$ cat src/rtl/ascon_pack.sv
// Shared types and helpers for the Ascon permutation datapath.
package ascon_pack;

  localparam int NB_ROUNDS_MAX = 12;

  // Word 0 is x0, word 4 is x4.
  typedef logic [4:0][63:0] type_state;

  typedef enum logic [1:0] {IDLE, RUN, DONE} type_fsm_pc;

  // Round r (0..11) constant: high nibble counts down from F, low nibble is r.
  function automatic logic [7:0] round_constant(input logic [3:0] r);
    return {4'hF - r, r};
  endfunction

endpackage

$ cat src/rtl/pc_round_ctrl_pc.sv
// Constant-addition layer: XORs the round constant into the low byte of x2.
module pc_round_ctrl_pc
  import ascon_pack::*;
(
  input  type_state  state_i,
  input  logic [3:0] round_i,
  output type_state  state_o
);

  always_comb begin
    state_o          = state_i;
    state_o[2][7:0]  = state_i[2][7:0] ^ round_constant(round_i);
  end

endmodule

$ cat src/rtl/pc_round_ctrl.sv
// Iterative Ascon round controller: state register, round counter and start/done
// handshake around an externally supplied substitution + linear layer.
module pc_round_ctrl
  import ascon_pack::*;
#(
  parameter int unsigned ROUNDS_A = 12,
  parameter int unsigned ROUNDS_B = 6
) (
  input  logic       clock_i,
  input  logic       reset_i,
  input  logic       start_i,
  input  logic       mode_i,
  input  type_state  state_i,
  input  type_state  feedback_i,
  output type_state  pc_o,
  output type_state  state_o,
  output logic [3:0] round_o,
  output logic       busy_o,
  output logic       done_o
);

  // Shorter permutations start late so every run ends on the last constant.
  localparam logic [3:0] FIRST_A    = 4'(NB_ROUNDS_MAX - ROUNDS_A);
  localparam logic [3:0] FIRST_B    = 4'(NB_ROUNDS_MAX - ROUNDS_B);
  localparam logic [3:0] LAST_ROUND = 4'(NB_ROUNDS_MAX - 1);

  type_fsm_pc fsm_q, fsm_d;
  type_state  state_q, state_d;
  logic [3:0] round_q, round_d;

  always_ff @(posedge clock_i or posedge reset_i) begin
    if (reset_i) begin
      fsm_q   <= IDLE;
      state_q <= '0;
      round_q <= '0;
    end else begin
      fsm_q   <= fsm_d;
      state_q <= state_d;
      round_q <= round_d;
    end
  end

  always_comb begin
    fsm_d   = fsm_q;
    state_d = state_q;
    round_d = round_q;
    busy_o  = 1'b0;
    done_o  = 1'b0;
    case (fsm_q)
      IDLE: begin
        if (start_i) begin
          state_d = state_i;
          round_d = mode_i ? FIRST_B : FIRST_A;
          fsm_d   = RUN;
        end
      end
      RUN: begin
        busy_o  = 1'b1;
        state_d = feedback_i;
        if (round_q == LAST_ROUND) fsm_d   = DONE;
        else                       round_d = round_q + 4'd1;
      end
      DONE: begin
        done_o = 1'b1;
        fsm_d  = IDLE;
      end
      default: fsm_d = IDLE;
    endcase
  end

  pc_round_ctrl_pc u_pc (
    .state_i (state_q),
    .round_i (round_q),
    .state_o (pc_o)
  );

  assign state_o = state_q;
  assign round_o = round_q;

endmodule

$ cat config.mk
export PLATFORM = sky130hd
export DESIGN_NAME = pc_round_ctrl
export DESIGN_NICKNAME = d
export VERILOG_FILES = /design/src/rtl/ascon_pack.sv /design/src/rtl/pc_round_ctrl_pc.sv /design/src/rtl/pc_round_ctrl.sv
export SDC_FILE = /design/constraint.sdc
export NUM_CORES = 1
export LEC_CHECK = 0
export CAP_MARGIN = 20
export CORE_AREA = 3 3 507 509
export CTS_CLUSTER_SIZE = 24
export DETAILED_ROUTE_END_ITERATION = 16
export DIE_AREA = 0 0 510 512
export DONT_BUFFER_PORTS = 1
export GPL_TIMING_DRIVEN = 0
export SETUP_SLACK_MARGIN = 0.2
export SYNTH_ARGS = -nofsm -noshare
export SYNTH_HDL_FRONTEND = slang
export SYNTH_SLANG_ARGS = --single-unit
$ cat constraint.sdc
create_clock -name clock_i -period 12 [get_ports clock_i]
set_input_delay 1.2 -clock clock_i [delete_from_list [all_inputs] [get_ports clock_i]]
set_output_delay 1.2 -clock clock_i [all_outputs]
set_load 0.02 [all_outputs]
; ---- Yosys cells after proc, flatten, opt, wreduce, memory -nomap -nowiden
; Index checks and enable logic that the tools add are counted.
; W data, S select, Z words.
[totals]
regBits = 326
out_inout_bits = 646
wordCells = 32
[op_classes]
add_sub_neg = 2
n_eq_ne = 6
mux = 11
bitwise = 1
n_reduce_logical = 5
[ops]
columns = cell, count
row1 = $pmux W320 S2, 1
row2 = $mux W320, 1
row3 = $mux W4, 2
row4 = $pmux W4 S2, 1
row5 = $xor A8 B8 Y8, 1
row6 = $ne A2 B2 Y1 const B, 3
row7 = $add A4 B1 Y4 const B, 1
row8 = $eq A4 B4 Y1 const B, 1
row9 = $mux W2, 2
row10 = $pmux W2 S2, 1
row11 = $reduce_and A2 Y1, 2
row12 = $sub A4 B4 Y4 const A, 1
row13 = $mux W3, 1
row14 = $reduce_and A3 Y1, 1
row15 = $eq A2 B1 Y1 const B, 1
row16 = $eq A2 B2 Y1 const B, 1
row17 = $logic_not A2 Y1, 1
row18 = $mux W1, 2
row19 = $reduce_bool A2 Y1, 1

; ---- Longest topological paths before layout
[logic_depth]
word_depth = 3
mapped_depth = 6
ltp_nobuf = 4

; ---- By module
; Synthesis repeated with hierarchy kept, for this count alone.
[unflattened]
hier_cells = 1739
hier_area_um2 = 17496.8
[modules_own_cells]
columns = mod, n_inst, cells_per_inst, area_per_inst_um2
row1 = pc_round_ctrl, 1, 1419, 15084.5
row2 = pc_round_ctrl_pc, 1, 320, 2412.3

; ---- Worst setup path after synthesis
; No wires, ideal clock.
[synth_timing]
kind = flip-flop to output port
from = register round_q[2], in the netlist round_o[2]
to = output port pc_o[130] (netlist bit)
t_arrival_ps = 1080
required_time_ps = 10800
slack_ps = 9720
stages_incl_launch_ff = 3
path_buffers = 1
cell_sequence = dfrtp_1 clkbuf_1 xor2_1
[synth_rtl]
columns = item, line_no
row1 = "start, declared", pc_round_ctrl.sv:29  ; logic [3:0] round_q, round_d;
row2 = "start signal, assigned", pc_round_ctrl.sv:39  ; round_q <= round_d;
row3 = "end, declared", pc_round_ctrl.sv:15  ; output type_state pc_o,

==> results_dict.tcl <==
set metrics [dict create \
    grt_first_pass_wirelength_mm 259 \
    nNetsFinal 2439 \
    status "complete, no violations" \
    route.detailed.drc 0 \
    hold_viol_final 0 \
    cpPeakStageDelay_ns 0.76 \
    synth_most_common_cell "dfrtp_1" \
    io_pins 1290 \
    ir_drop_uv 191 \
    cts-root-buf "clkbuf_16" \
    synth_top_area_share_pct 46.6 \
    die-area_um2 261000 \
    switching_share_pct 59.9 \
    cp-start-kind "flop" \
    h-tree-depth 2 \
    register_area_um2 8160 \
    comb_power_share_pct 43.4 \
    critPathSlowestCell "xor2_2" \
    worst_pin_slew_ns 0.977 \
    ys_top_cells_by_area "dfrtp_1, mux2i_1, buf_4, o21ai_1, nand2_1" \
    setup_viol 0 \
    design.core.area_um2 253000 \
    internal_power_uw 3990 \
    yosysTopAreaCell "dfrtp_1" \
    synthDistinctLibCells 30 \
    multi_input_area_um2 6310 \
    drt-total-wl_mm 228 \
    synth_ff_type "dfrtp_1" \
    placed_area_um2 21900 \
    p_leak_uw 0.0104 \
    finalNonFillerCells 5276 \
    die_h_um 512 \
    switching_power_uw 5970 \
    path_class "flop to primary output" \
    syn_nets 2386 \
    drv_cap 0 \
    required_ns 10.80 \
    timing.rr.start "fsm_q[0]" \
    dpl.cell_count 5113 \
    nFillCells 29237 \
    cts_tree "built" \
    dp_hpwl_mm 210 \
    final_max_slew_viol_count 0 \
    crit_path_end_kind "primary output" \
    grt-ovfl-total 0 \
    num_vias 16320 \
    fin_crit_sh_pct 29.5 \
    avgSynthCellArea_um2 10.1 \
    yosysWarnings 0 \
    hp-class "input pin to asynchronous set/reset pin" \
    clock_skew_ns 0.0303 \
    synth_edf_count 0 \
    grt_setup_unrepaired "false" \
    globalplace.congestion 1.02 \
    vias_per_cell 3.09 \
    cts.path.max_buffers 3 \
    min_period_ns 3.54 \
    area_growth_pct 35.3 \
    first_pass_iters 6 \
    fp.dieW_um 510 \
    syn-cell-area_um2 17500 \
    ctsResizeCount 0 \
    pre_cts_ws_ns 8.51 \
    seq_power_share_pct 41.6 \
    cts_hold_buf 0 \
    synthArstFlopShare_pct 100 \
    antenna_found_initial 263 \
    wl_per_cell_um 43.3 \
    critPathBufInv 1 \
    numCtsBuffers 45 \
    crit_fanout 8 \
    final_area_um2 23700 \
    fin_total_pwr_uw 9960 \
    final_antenna_net_count 0 \
    p_clk_share_pct 15.1 \
    cts.clk_slew.worst_paths_ns 0.07 \
    start_util_pct 6.91 \
    ys_seq_area_share_pct 46.6 \
    power.density_nw_per_um2 420 \
    max_freq_mhz 282 \
    slew_headroom_pct 34.8 \
    clock-sinks 326 \
    initialDrtViolationCount 1928 \
    crit_chain "clkbuf_1 -> xor2_2" \
    holdWs_ns 0.367 \
    ys_ff_latch 326 \
    grt_pass1_vias 14568 \
    worst_skew_pair.late_latency_ns 0.65 \
    grt_usage_pct 16.6 \
    post_cts_buffers 0 \
    grt_max_degree 115 \
    critical_path_arrival_ns 2.34 \
    layout_setup_ws_ns 8.46 \
    synthesis.instances 1741 \
    synth_common_cells "dfrtp_1, nand2_1, mux2i_1, buf_4, o21ai_1" \
    rows 185 \
    path_delay_family "XOR/XNOR gates" \
    crit_path_start "round_o[2]" \
    io_buffers 0 \
    layout-drive-gt1-share_pct 27.1 \
]
-- power by group through the flow --
stage / combinational (uW) / clock, uW / sequential (uW)
3_3_place_gp: 4300 / 0 / 4180
4_1_cts: 4400 / 1540 / 4180
2_1_floorplan: 3000 / 0 / 2780
3_5_place_dp: 4400 / 0 / 4200
6_report: 4320 / 1500 / 4140
5_1_grt: 4600 / 1580 / 4210
-- sequential cells by signal, indices dropped and copies added, names as in the netlist --
signal   cells
fsm_q        2
round_o      4
state_o    320
-- stage by stage --
step	setup TNS, ns	utilization (%)
final	0	9.35
after global routing	0	9.30
after CTS	0	9.27
after detailed placement	0	8.64
after global placement	-922.71	8.57
after floorplan	0	-
-- placed cells by master, fill, tap and decap left out, drive strengths merged, types with 2 or more instances in the layout --
cell      count
o21ai       320
diode        79
mux2          2
mux2i       322
bufinv        5
xnor2         4
nand2       323
clkbuf       99
dfrtp       326
clkinvlp      3
nor2b         2
nand3b        2
inv           7
clkinv        9
nand2b        2
buf         391
xor2          4
-- routing by layer --
metal  GRT usage (%)  share of wire [%]
met5               0               0.69
met4            6.63                4.4
met3            18.6                 24
met2            23.9                 41
met1            14.6                 30
-- final timing paths --
kind                                      to  slack [ns]  cells after the start
worst max-delay path               pc_o[130]        8.46                      2
worst min-delay path              state_o[6]        0.37                      1
worst max register to register  state_o[208]        9.35                      6
worst min register to register    round_o[2]        0.62                      2
max in group asynchronous       state_o[291]       10.56                      2
min in group clock_i              round_o[2]        0.62                      2
-- cell families after synthesis --
group / Yosys count / synth area share, %
AOI/OAI and AO/OA: 326 / 9.47
DFF: 326 / 46.6
muxes: 324 / 18.5
buffers and inverters: 424 / 17.7
adders and majority gates: 1 / 0.0714
and+or+nand+nor: 332 / 7.28
xor gates and xnor gates: 8 / 0.400
-- area by class of cell --
| class | count | share of cell area (%) |
|---|---|---|
| buffer | 420 | 13.0 |
| timing repair buffer | 6 | 0.491 |
| sequential | 326 | 34.4 |
| clock inverter | 20 | 1.14 |
| tap | 3366 | 17.8 |
| clock buffer | 64 | 5.61 |
| inverter | 4 | 0.116 |
| antenna | 79 | 0.834 |
| multi-input combinational | 991 | 26.6 |
(Power assumes the default switching activity.)
